## src/rtl/sar_value_finder.sv

```systemverilog
// Successive-approximation search that drives a magnitude comparator's operand a and
// recovers the hidden value on operand b from the returned gt/lt/eq flags.
module sar_value_finder #(
    parameter int unsigned WIDTH = 4
) (
    input  logic             clk,
    input  logic             rst_n,
    input  logic             start,
    input  logic             cmp_gt,
    input  logic             cmp_lt,
    input  logic             cmp_eq,
    output logic [WIDTH-1:0] trial,
    output logic             busy,
    output logic             done,
    output logic [WIDTH-1:0] result,
    output logic             exact,
    output logic             err
);

    localparam int unsigned IW = (WIDTH > 2) ? $clog2(WIDTH) : 1;
    localparam logic [IW-1:0]    IdxMsb   = IW'(WIDTH - 1);
    localparam logic [WIDTH-1:0] TrialMsb = {1'b1, {(WIDTH - 1){1'b0}}};

    typedef enum logic {StIdle, StTest} state_e;

    state_e           state_q, state_d;
    logic [WIDTH-1:0] trial_q, trial_d;
    logic [WIDTH-1:0] result_q, result_d;
    logic [IW-1:0]    idx_q, idx_d;
    logic             busy_q, busy_d;
    logic             done_q, done_d;
    logic             exact_q, exact_d;
    logic             err_q, err_d;
    logic             flags_onehot;

    assign flags_onehot = ({cmp_gt, cmp_lt, cmp_eq} == 3'b100) ||
                          ({cmp_gt, cmp_lt, cmp_eq} == 3'b010) ||
                          ({cmp_gt, cmp_lt, cmp_eq} == 3'b001);

    always_comb begin
        state_d  = state_q;
        trial_d  = trial_q;
        result_d = result_q;
        idx_d    = idx_q;
        busy_d   = busy_q;
        done_d   = 1'b0;
        exact_d  = exact_q;
        err_d    = err_q;

        unique case (state_q)
            StIdle: begin
                if (start) begin
                    trial_d  = TrialMsb;
                    idx_d    = IdxMsb;
                    busy_d   = 1'b1;
                    exact_d  = 1'b0;
                    err_d    = 1'b0;
                    result_d = '0;
                    state_d  = StTest;
                end
            end
            StTest: begin
                if (!flags_onehot) begin
                    err_d    = 1'b1;
                    result_d = '0;
                    trial_d  = '0;
                    done_d   = 1'b1;
                    busy_d   = 1'b0;
                    state_d  = StIdle;
                end else if (cmp_eq) begin
                    result_d = trial_q;
                    exact_d  = 1'b1;
                    done_d   = 1'b1;
                    busy_d   = 1'b0;
                    state_d  = StIdle;
                end else if (idx_q != '0) begin
                    // gt means the current bit overshoots the target, so drop it
                    if (cmp_gt) begin
                        trial_d[idx_q] = 1'b0;
                    end
                    trial_d[idx_q - IW'(1)] = 1'b1;
                    idx_d = idx_q - IW'(1);
                end else begin
                    result_d = cmp_gt ? {trial_q[WIDTH-1:1], 1'b0} : trial_q;
                    done_d   = 1'b1;
                    busy_d   = 1'b0;
                    state_d  = StIdle;
                end
            end
            default: state_d = StIdle;
        endcase
    end

    always_ff @(posedge clk or negedge rst_n) begin
        if (!rst_n) begin
            state_q  <= StIdle;
            trial_q  <= '0;
            result_q <= '0;
            idx_q    <= IdxMsb;
            busy_q   <= 1'b0;
            done_q   <= 1'b0;
            exact_q  <= 1'b0;
            err_q    <= 1'b0;
        end else begin
            state_q  <= state_d;
            trial_q  <= trial_d;
            result_q <= result_d;
            idx_q    <= idx_d;
            busy_q   <= busy_d;
            done_q   <= done_d;
            exact_q  <= exact_d;
            err_q    <= err_d;
        end
    end

    assign trial  = trial_q;
    assign result = result_q;
    assign busy   = busy_q;
    assign done   = done_q;
    assign exact  = exact_q;
    assign err    = err_q;

endmodule

```

## config.mk

```make
export PLATFORM = sky130hd
export DESIGN_NAME = sar_value_finder
export DESIGN_NICKNAME = d
export VERILOG_FILES = /design/src/rtl/sar_value_finder.sv
export SDC_FILE = /design/constraint.sdc
export NUM_CORES = 1
export LEC_CHECK = 0
export BUFFER_PORTS_ARGS = -buffer_cell sky130_fd_sc_hd__buf_2
export CELL_PAD_IN_SITES_DETAIL_PLACEMENT = 2
export CELL_PAD_IN_SITES_GLOBAL_PLACEMENT = 2
export CORE_UTILIZATION = 25
export DETAILED_ROUTE_END_ITERATION = 7
export PLACE_DENSITY = 0.7
export SYNTH_ARGS = -nofsm -noshare
export SYNTH_HDL_FRONTEND = slang
export SYNTH_SLANG_ARGS = --single-unit
```

## constraint.sdc

```tcl
create_clock -name clk -period 2.5 [get_ports clk]
set_input_delay 0.125 -clock clk [delete_from_list [all_inputs] [get_ports clk]]
set_output_delay 0.125 -clock clk [all_outputs]
set_load 0.01 [all_outputs]
```

After elaboration in Yosys (flattened, before gate mapping)
Index checks and enable logic that the tools add are counted.
{ "word_totals": {"elab_cells": 84, "mem_bits_ro": 0, "regBits": 15, "memories": 0, "ramBits": 0, "latchBits": 0, "out_inout_bits": 12} }
{ "classes": {"eq_ne": 12, "n_mul": 0, "n_mux": 45, "n_lt_le_gt_ge": 4, "addsub": 1, "div_mod_pow": 0, "n_shift": 0, "bitwise": 4, "reduce_logical": 10} }
{ "ops": {"columns": ["operator", "count"], "rows": [
  ["4-bit two-way mux", 13],
  ["1-bit two-way mux", 19],
  ["4-bit one-hot mux with 2 select lines", 2],
  ["2-bit two-way mux", 4],
  ["2-bit != test (second input constant)", 4],
  ["1-bit one-hot mux with 2 select lines", 4],
  ["2-bit by 3-bit less-than comparator with 1-bit output (second input constant)", 2],
  ["3-bit AND reduction", 2],
  ["4-bit AND", 1],
  ["1-bit demux with 2-bit select", 2],
  ["2-bit by 1-bit >= comparator with 1-bit output (second input constant)", 2],
  ["2-bit by 1-bit != test with 1-bit output (second input constant)", 2],
  ["4-bit != test (second input constant)", 1],
  ["4-bit NOT", 1],
  ["4-bit bitwise OR", 1],
  ["2-bit one-hot mux with 2 select lines", 1],
  ["2-bit AND reduction", 2],
  ["4-bit AND reduction", 1],
  ["3-bit by 1-bit equality test with 1-bit output (second input constant)", 1],
  ["3-bit by 2-bit equality test with 1-bit output (second input constant)", 1],
  ["3-bit equality test (second input constant)", 1],
  ["3-bit by 2-bit != test with 1-bit output (second input constant)", 1],
  ["3-bit != test (second input constant)", 1],
  ["1-bit logical AND", 2],
  ["4 further kinds", 5]
]} }

Logic depth before layout (Yosys ltp)
{ "logic_depth": {"word_depth": 16, "depth_mapped": 6} }

Least setup slack after synthesis
Ideal clock, no wire load.
{ "synth_path": {"path_kind": "register to register", "start": "register idx_q[0]", "end": "register trial_q[1], in the netlist trial[1]", "arrival_ps": 1587, "path_buffers": 0, "path_stages_with_launch": 7, "synth_period_minus_slack_ps": 1713, "required_ps": 2374, "setup_slack_ps": 787, "setup_ps": 126, "path_cell_list": "dfstp_2 > inv_1 > ha_1 > nor4bb_1 > nor3_1 > a21oi_1 > a221o_1"} }
{ "synth_between": {"elab_chain_len": 16} }
{ "synth_lines": {"columns": ["element", "line_no", "source"], "rows": [
  ["start: declaration", "29", "logic [IW-1:0] idx_q, idx_d;"],
  ["start signal: assignment", "99", "idx_q <= IdxMsb;"],
  ["start signal: assignment", "108", "idx_q <= idx_d;"],
  ["2-bit by 3-bit less-than comparator with 1-bit output (not written as such) / 2-bit by 1-bit >= comparator with 1-bit output (equally long branches)", "79", "trial_d[idx_q] = 1'b0;"],
  ["1-bit logical AND (not written as such)", "79", null],
  ["1-bit two-way mux (not written as such)", "79", null],
  ["1-bit demux with 2-bit select", "79", null],
  ["4-bit NOT (no line)", null, null],
  ["4-bit AND (no line)", null, null],
  ["4-bit two-way mux", "78", "if (cmp_gt) begin"],
  ["4-bit two-way mux", "76", "end else if (idx_q != '0) begin"],
  ["4-bit two-way mux", "70", "end else if (cmp_eq) begin"],
  ["4-bit two-way mux", "63", "if (!flags_onehot) begin"],
  ["4-bit two-way mux", "50", "unique case (state_q)"],
  ["4-bit bitwise OR (no line)", null, null],
  ["4-bit two-way mux", "76", null],
  ["4-bit two-way mux", "70", null],
  ["4-bit two-way mux", "63", null],
  ["4-bit one-hot mux with 2 select lines", "50", null],
  ["end signal: assignment", "106", "trial_q <= trial_d;"],
  ["end: declaration", "27", "logic [WIDTH-1:0] trial_q, trial_d;"]
]} }
Parallel ways exist; a longest one is shown, timed or not. The select of a mux whose other input is x is not followed.
A chain may end at the register's enable or synchronous reset.

Worst setup path in the final report
{ "layout_path": {"start": "register idx_q[0]", "end": "register result_q[1], in the netlist result[1]"} }
{ "layout_between": {"elab_chain_len": 3} }
{ "layout_lines": {"columns": ["element", "line_no", "source"], "rows": [
  ["2-bit nonzero test", "76", null],
  ["4-bit != test (no line)", null, null],
  ["2-bit AND reduction (no line)", null, null],
  ["end signal: assignment", "107", "result_q <= result_d;"],
  ["end: declaration", "28", "logic [WIDTH-1:0] result_q, result_d;"]
]} }
Every way passes these cells.

==> flow_metrics.tcl <==
set metrics [dict create \
    status "finished with violations" \
    violations "DRC" \
    cts_htree_levels 1 \
    post-route-util_pct 32.1 \
    async_flop_share_pct 100 \
    die-width_um 57.7 \
    routed_via_density 5.03 \
    yosys.area_share.adder_pct 6.45 \
    final-setup-viol-count 0 \
    nets 99 \
    endpoint_kind "flop" \
    synth_top_family_by_area "simple AND/OR/NAND/NOR gates" \
    num_vias 598 \
    tightest_slew_ns 0.641 \
    pwr-share-clk_pct 24.8 \
    fillerInstances 318 \
    crit_family "simple AND/OR/NAND/NOR gates" \
    rsz0062_at_grt "no" \
    ys_seq_area_share_pct 48.7 \
    cp-startpoint "idx_q[0]" \
    insertion_delay_ns 0.29 \
    drt-total-wl_mm 1.87 \
    grt_pass1_wl_mm 3.17 \
    syn_inst 70 \
    cts-root-buf "clkbuf_4" \
    finalClockSkew_ns 0.00349 \
    drt_pass1_iterations 5 \
    antenna-diode-count 0 \
    critPathSlowestCell "nor4b_2" \
    crit_path_max_fanout 8 \
    stdcell_area_um2 915 \
    max-cap-violations 0 \
    io_pins 18 \
    synth-edff-count 0 \
    tns_ns 0 \
    pwr-share-comb_pct 23.1 \
    numCtsBuffers 3 \
    die_y_um 57.7 \
    hold_viol_final 0 \
    multi_input_area_um2 353 \
    report.final.slew_viol_count 0 \
    drive_gt1_share_pct 30.7 \
    worstHoldStart "cmp_eq" \
    track_usage_pct 13.0 \
    rows 19 \
    wire_per_inst_um 15.7 \
    synth_seq_cells 15 \
    synthXorXnorAreaFrac_pct 2.10 \
    place_congestion 0.708 \
    cts_tree "done" \
    criticalPathCategory "reg2reg" \
    worstPathRequired_ns 2.73 \
    synth.cell_area_um2 776 \
    holdCritPathClass "in2reg" \
    ant_nets 0 \
    post_cts_buffers 0 \
    crit_buf_inv 1 \
    switching_share_pct 32.0 \
    area_growth_pct 17.9 \
    die_area_um2 3330 \
    cp-start-kind "flop" \
    crit_chain "inv_1 > ha_1 > nor4b_2 > o21bai_2 > a22o_1" \
    synthDistinctLibCells 28 \
    grt_max_degree 16 \
    p_int_mw 0.393 \
    syn_avg_cell_area_um2 11.1 \
    dp_hpwl_mm 1.43 \
    drt-initial-drc-count 12 \
    drc 2 \
    crit_arrival_ns 2.27 \
    ys.flop_type "dfrtp_1" \
    rr_startpoint "idx_q[0]" \
    port_buffers 17 \
    place_area_um2 877 \
    grt_pass1_vias 627 \
    min_period_over_period_pct 81.5 \
    synth_compound_area_share_pct 18.2 \
    cp_slowest_stage_delay_ns 0.61 \
    antenna_found_initial 0 \
    yosysWarnings 0 \
    initial_core_util_pct 27.2 \
    cts_buffer_depth 2 \
    syn_nets 80 \
    coreArea_um2 2850 \
    yosys-mux-area-fraction_pct 0 \
    cts_resized 0 \
    power_mw 0.578 \
    fmax_mhz 491 \
    seq_power_share_pct 52.1 \
    overflow 0 \
    period_minus_slack_ns 2.04 \
    p_switching_mw 0.185 \
    hold_buffers 1 \
    powerDensity_nw_per_um2 632 \
    maxSlewHeadroom_pct 57.2 \
    synth-simple-area-share_pct 18.7 \
    path_clk_slew_ns 0.10 \
    cts_sinks 15 \
    vdd_drop_max_mv 0.269 \
    seq_area_um2 378 \
    power.leakage_nw 0.461 \
]
-- metal layers --
metal,wire length [um],GRT usage [%],vias up
met5,0,0,-
met4,0,2.04,0
met3,95,4.91,0
met2,918,20.9,15
met1,853,17.1,300
li1,-,-,283
-- through the flow --
step,worst slack (ns),hold slack [ns],instances
final,0.462,0.186,119
after global routing,0.282,0.182,119
after CTS,0.436,0.172,119
after detailed placement,0.474,0.0554,114
after global placement,0.552,0.0456,114
after floorplan,0.787,-0.171,70
-- power by group through the flow --
stage	Sequential, mW	Clock, mW	Combinational [mW]
global placement	0.304	0	0.132
detailed placement	0.307	0	0.136
finish	0.301	0.143	0.134
floorplan	0.307	0	0.0790
CTS	0.302	0.153	0.138
global route	0.306	0.163	0.154
-- cells in the final DEF, fill, tap and decap left out --
cell           instances
nor3_1                 3
a221o_1                2
nor2_1                 2
buf_4                  1
o21ai_0                1
o21bai_2               1
o2bb2ai_1              1
nor4b_2                1
nor2b_1                3
xnor2_2                1
clkinv_2               1
dfrtp_1               13
a32o_1                 2
nor3b_1                1
o31a_1                 1
nor4bb_1               2
and3_1                 2
dlygate4sd3_1          1
and2_1                 1
ha_1                   4
inv_1                  4
buf_2                 17
o211ai_1               1
dfstp_2                2
nand2_1                3
a31oi_1                1
a22o_1                 3
clkbuf_4               3
nand2b_1               5
a21oi_1                4
a21o_1                 1
-- Yosys cell counts, drive strengths merged (3+ instances only) --
cell | count | area share [%]
ha | 4 | 6.5
a21oi | 4 | 2.6
inv | 4 | 1.9
nor3 | 3 | 1.9
buf | 3 | 2.9
nand2 | 3 | 1.5
nand2b | 5 | 4.0
dfrtp | 13 | 42
a22o | 3 | 3.4
nor2b | 3 | 2.4
-- state kept, by name (all words and copies together) (netlist names) --
signal and cells:
result 4, trial 4, idx_q 2, busy 1
done 1, err 1, exact 1, state_q 1
-- cells by family (layout without fill, tap and decap cells) --
family	Yosys count	count (layout)
XOR/XNOR	1	1
buffers and inverters	9	27
AO/OA/AOI/OAI	18	18
flip-flops	15	15
adder cells (fa/ha/maj)	4	4
AND/OR/NAND/NOR	23	23
-- cell type report --
cell class | count | area share (%)
Timing Repair Buffer | 19 | 11.2
Clock buffer | 3 | 2.46
Tap cell | 31 | 4.24
Clock inverter | 1 | 0.547
Sequential cell | 15 | 41.3
Inverter | 4 | 1.64
Multi-Input combinational cell | 46 | 38.6
-- path summary, 6_finish.rpt --
path                       slack, ns  cells past startpoint         to
min reg2reg                     0.49                      1       busy
max in group asynchronous       1.94                      2   idx_q[0]
max reg2reg                     0.46                      5  result[1]
min                             0.19                      2       done
min in group asynchronous       0.26                      2   trial[0]
max                             0.46                      5  result[1]
No activity file was read; power rests on OpenSTA's default activity.
